==> config.mk <==
export PLATFORM = sky130hd
export DESIGN_NAME = debounce4
export DESIGN_NICKNAME = d
export VERILOG_FILES = /design/src/rtl/debounce4.sv
export SDC_FILE = /design/constraint.sdc
export NUM_CORES = 1
export LEC_CHECK = 0
export ABC_AREA = 0
export BUFFER_PORTS_ARGS = -buffer_cell sky130_fd_sc_hd__buf_2
export CAP_MARGIN = 15
export CORE_MARGIN = 5
export CORE_UTILIZATION = 55
export CTS_BUF_LIST = sky130_fd_sc_hd__clkbuf_4 sky130_fd_sc_hd__clkbuf_8
export DETAILED_ROUTE_END_ITERATION = 8
export GPL_TIMING_DRIVEN = 1
export PLACE_DENSITY = 0.81
export SETUP_SLACK_MARGIN = 0.5
export SLEW_MARGIN = 20
export SYNTH_ARGS = -nofsm -noshare
export SYNTH_HDL_FRONTEND = slang
export SYNTH_SLANG_ARGS = --single-unit
export TNS_END_PERCENT = 10
==> constraint.sdc <==
create_clock -name clk -period 2.4 [get_ports clk]
set_input_delay 0.12 -clock clk [delete_from_list [all_inputs] [get_ports clk]]
set_output_delay 0.12 -clock clk [all_outputs]
set_load 0.05 [all_outputs]
==> src/rtl/debounce4.sv <==
// Four-channel 2-flop synchronizer and debouncer with registered levels and
// one-cycle rise/fall strobes per channel.
module debounce4 #(
    parameter int unsigned STABLE_CYCLES = 12000,
    parameter int unsigned CNT_WIDTH     = 14
) (
    input  logic       clk,
    input  logic       rstn,
    input  logic [3:0] btn,
    output logic       x0,
    output logic       x1,
    output logic       x2,
    output logic       x3,
    output logic [3:0] rise,
    output logic [3:0] fall
);

    typedef enum logic [1:0] {
        StLow,
        StWaitHigh,
        StHigh,
        StWaitLow
    } state_e;

    localparam logic [CNT_WIDTH-1:0] CntLast = CNT_WIDTH'(STABLE_CYCLES - 1);
    localparam logic [CNT_WIDTH-1:0] CntOne  = CNT_WIDTH'(1);

    logic [3:0] m_q;
    logic [3:0] s_q;
    logic [3:0] db;

    always_ff @(posedge clk) begin
        if (!rstn) begin
            m_q <= '0;
            s_q <= '0;
        end else begin
            m_q <= btn;
            s_q <= m_q;
        end
    end

    for (genvar i = 0; i < 4; i++) begin : g_chan
        state_e               state_q, state_d;
        logic [CNT_WIDTH-1:0] cnt_q, cnt_d;
        logic                 db_q, db_d;
        logic                 rise_q, rise_d;
        logic                 fall_q, fall_d;

        always_ff @(posedge clk) begin
            if (!rstn) begin
                state_q <= StLow;
                cnt_q   <= '0;
                db_q    <= 1'b0;
                rise_q  <= 1'b0;
                fall_q  <= 1'b0;
            end else begin
                state_q <= state_d;
                cnt_q   <= cnt_d;
                db_q    <= db_d;
                rise_q  <= rise_d;
                fall_q  <= fall_d;
            end
        end

        always_comb begin
            state_d = state_q;
            cnt_d   = cnt_q;
            rise_d  = 1'b0;
            fall_d  = 1'b0;
            unique case (state_q)
                StLow: begin
                    if (s_q[i]) begin
                        state_d = StWaitHigh;
                        cnt_d   = CntOne;
                    end
                end
                StWaitHigh: begin
                    if (!s_q[i]) begin
                        // Bounce: drop all accumulated credit.
                        state_d = StLow;
                        cnt_d   = '0;
                    end else if (cnt_q == CntLast) begin
                        state_d = StHigh;
                        cnt_d   = '0;
                        rise_d  = 1'b1;
                    end else begin
                        cnt_d = cnt_q + CntOne;
                    end
                end
                StHigh: begin
                    if (!s_q[i]) begin
                        state_d = StWaitLow;
                        cnt_d   = CntOne;
                    end
                end
                StWaitLow: begin
                    if (s_q[i]) begin
                        state_d = StHigh;
                        cnt_d   = '0;
                    end else if (cnt_q == CntLast) begin
                        state_d = StLow;
                        cnt_d   = '0;
                        fall_d  = 1'b1;
                    end else begin
                        cnt_d = cnt_q + CntOne;
                    end
                end
                default: begin
                    state_d = StLow;
                    cnt_d   = '0;
                end
            endcase
            // Level is registered alongside the state so outputs come straight from flops.
            db_d = (state_d == StHigh) || (state_d == StWaitLow);
        end

        assign db[i]   = db_q;
        assign rise[i] = rise_q;
        assign fall[i] = fall_q;
    end

    assign x0 = db[0];
    assign x1 = db[1];
    assign x2 = db[2];
    assign x3 = db[3];

endmodule
==> flow_metrics.py <==
metrics = {
    "sta": {
        "hold_violations": 0,
        "fin_ws_ps": 506.7,
        "worst_slew_pin_slew_ps": 611.2,
        "rsz0062_at_grt": "yes",
        "fmax_ghz": 0.5282,
        "setup_viol": 0,
        "final.period_utilization": 0.7889,
        "period_minus_slack_ps": 1893,
        "final_max_slew_viol_count": 0,
        "slew_headroom": 0.5894,
        "fin_setup_tns_ps": 0,
        "fin_skew_ps": 10.56,
    },
    "synth": {
        "synth_top_area_frac": 0.4013,
        "synthArstFlopShare": 0,
        "netlist-cell-type-count": 60,
        "yosys_register_bits": 83,
        "yosys-top-cells-area": "dfxtp_1 (40%), a31oi_1 (4.5%), nand3_1 (3.9%)",
        "syn_area_mm2": 0.004140,
        "ys_seq_area_frac": 0.4013,
        "yosysMostFrequentCell": "dfxtp_1",
        "synth.cells.most_frequent": "dfxtp_1 (83), nand2_1 (33), nand3_1 (32), a31oi_1 (30), nand4_1 (22)",
        "syn-num-nets": 488,
        "synthFlopType": "dfxtp_1",
        "yosys_warnings": 0,
        "syn-instance-count": 478,
        "yosys.area.top_type": "dfxtp_1",
        "avgSynthCellArea_um2": 8.662,
        "synth_edf_count": 0,
    },
    "layout": {
        "final_cells": 591,
        "syn2layout_area_growth_pct": 10.88,
        "fin_nets": 497,
        "fill_cells": 621,
        "antenna_cells": 0,
        "drive_gt1_frac": 0.1301,
    },
    "placement": {
        "dpl.cell_count": 568,
        "hpwl_mm": 6.370,
        "gp_congestion": 0.9488,
        "port_buffers": 17,
        "pre_cts_ws_ps": 237.4,
    },
    "pwr": {
        "p_comb_frac": 0.036,
        "p_clk_frac": 0.452,
        "p_leak_nw": 1.559,
        "power_density_mw_per_mm2": 595.3,
        "switchingPower_w": 0.0005878,
        "ir_drop_mv": 0.3222,
        "p_seq_frac": 0.512,
        "switching_share": 0.2151,
        "power.internal_w": 0.002145,
    },
    "drt": {
        "wl_mm": 9.588,
        "post-route-drc-count": 0,
        "route.vias.total": 3877,
        "drt_iter0_drc": 187,
        "drtPass1Iterations": 5,
        "vias_per_cell": 6.560,
        "wl_per_cell_um": 16.22,
        "ant_nets": 0,
    },
    "clocking": {
        "cts_root_buf": "clkbuf_8",
        "htreeDepth": 3,
        "cts.sinks": 83,
        "insertion_delay_ps": 350,
        "numCtsBuffers": 9,
        "tritoncts": "done",
        "path_clk_slew_ps": 90,
        "clock_path_buffers": 2,
    },
    "worst_setup_path": {
        "worstPathMaxFanout": 9,
        "critPathKind": "flop to flop",
        "cp_top_family": "simple AND/OR/NAND/NOR gates",
        "start_kind": "flop",
        "path_cells": "ha_2, nor4bb_2, nand4_1, buf_4, or3_1, a21oi_1",
        "end_kind": "flop",
        "max_stage_delay_ps": 410,
        "cp_data_required_time_ps": 2690,
        "critPathSlowestCell": "dfxtp_1",
        "cp.arrival_ps": 2180,
        "cp_num_buf_inv": 1,
    },
    "outcome": {
        "outcome": "finished, final reports clean",
    },
    "die": {
        "core-area_mm2": 0.007292,
        "start_util": 0.5678,
        "ios": 18,
        "die_area_mm2": 0.009363,
        "chipHeight_um": 96.76,
        "die_x_um": 96.76,
        "rows": 31,
    },
    "grt": {
        "grt.total_usage": 0.2033,
        "grt_pass1_vias": 3568,
        "grt_max_degree": 25,
        "overflow": 0,
        "antenna_found_initial": 0,
        "grt_pass1_wl_mm": 16.32,
    },
    "worst_hold_path": {
        "holdCritPathClass": "input pin to flop",
    },
    "job": {
        "max_cap_violations": 0,
    },
}
==> placed cells by master (no fill, tap or decap), types with 4 or more instances in the layout <==
cell,synthesis,routed
a41oi_1,4,4
and4_1,13,12
clkbuf_8,0,10
and2_1,20,20
or4_1,7,6
buf_2,7,17
inv_1,11,11
and3_1,10,10
nor2_1,21,21
a32oi_1,4,4
o2111ai_1,5,5
o21ai_0,12,12
dfxtp_1,83,81
a21oi_1,12,11
nor4_1,9,9
nor3_1,16,16
nand2_1,33,33
dlygate4sd3_1,0,4
nand3_1,32,32
nand4b_1,7,7
xor2_1,12,12
o211ai_1,7,7
a311oi_1,4,4
xnor2_1,4,4
a31oi_1,30,30
or3_1,6,6
buf_4,9,15
a211oi_1,7,7
nand4_1,22,22
==> tightest hold or removal path, stage by stage <==
cell and delay (ps):
buf_2 90, inv_1 130, nor2_1 120
==> routing by layer <==
layer  track usage  up-vias  share of wire
met3       0.05683       24          0.051
met4       0.07775        0          0.019
met2        0.3344      145           0.49
met5             0        -              0
li1              -     1862              -
met1        0.2525     1846           0.43
==> kinds of logic after synthesis <==
family | Yosys count | synth area share
AND/OR/NAND/NOR | 217 | 0.3089
AO/OA/AOI/OAI | 106 | 0.1798
flip-flops | 83 | 0.4013
buffers and inverters | 49 | 0.05681
XOR/XNOR | 16 | 0.03385
adder cells (fa/ha/maj) | 4 | 0.01209
multiplexers | 3 | 0.007253
==> power groups by stage <==
stage | combinational (W) | sequential (W) | clock [W]
final | 0.0000987 | 0.00140 | 0.00123
after global routing | 0.000110 | 0.00140 | 0.00133
after floorplan | 0.0000618 | 0.00143 | 0
after global placement | 0.0000869 | 0.00143 | 0
after CTS | 0.0000946 | 0.00140 | 0.00126
after detailed placement | 0.0000889 | 0.00143 | 0
==> repair_timing <==
action / 4_1_cts / 5_1_grt
pin swaps: 2 / 1
endpoints found under the hold margin: 4 / 0
hold buffers: 4 / 0
gates resized for setup: 5 / 4
setup buffers: 1 / 2
setup endpoints to repair: 41 / 31
==> path summary, 6_finish.rpt <==
path | endpoint | slack [ps] | startpoint | cells after the start
worst max register to register | x0 | 510 | g_chan[0].cnt_q[0] | 6
worst min register to register | s_q[3] | 440 | m_q[3] | 1
worst max-delay path | x0 | 510 | g_chan[0].cnt_q[0] | 6
worst min-delay path | g_chan[2].cnt_q[1] | 140 | rstn | 3
==> cell type report <==
type                    instances  area [um2]  share of cell area
clock buffers                  10       137.6             0.02998
clock inverters                 6       111.4             0.02426
inverters                      11       41.29            0.008994
multi-input cells             346        2275              0.4955
flip-flops and latches         83        1664              0.3625
well taps                      99       123.9             0.02698
repair buffers                 36       237.7             0.05179
==> state kept, by name, indices dropped and copies added, names as in the netlist <==
| name | cells |
|---|---|
| x2 | 1 |
| x0 | 1 |
| g_chan.state_q | 8 |
| x3 | 1 |
| g_chan.fall_q | 4 |
| g_chan.rise_q | 4 |
| s_q | 4 |
| m_q | 4 |
| g_chan.cnt_q | 56 |
==> metrics by stage <==
step	utilization	cell area [um2]	hold WS, ps	total power, W
2_1_floorplan	-	4141	247.3	0.001490
3_3_place_gp	0.5824	4247	327.8	0.001518
3_5_place_dp	0.5824	4247	329.5	0.001520
4_1_cts	0.6256	4562	131.8	0.002759
5_1_grt	0.6295	4591	144.4	0.002838
6_report	0.6295	4591	141.2	0.002733
Power figures use the tool's default switching activity.
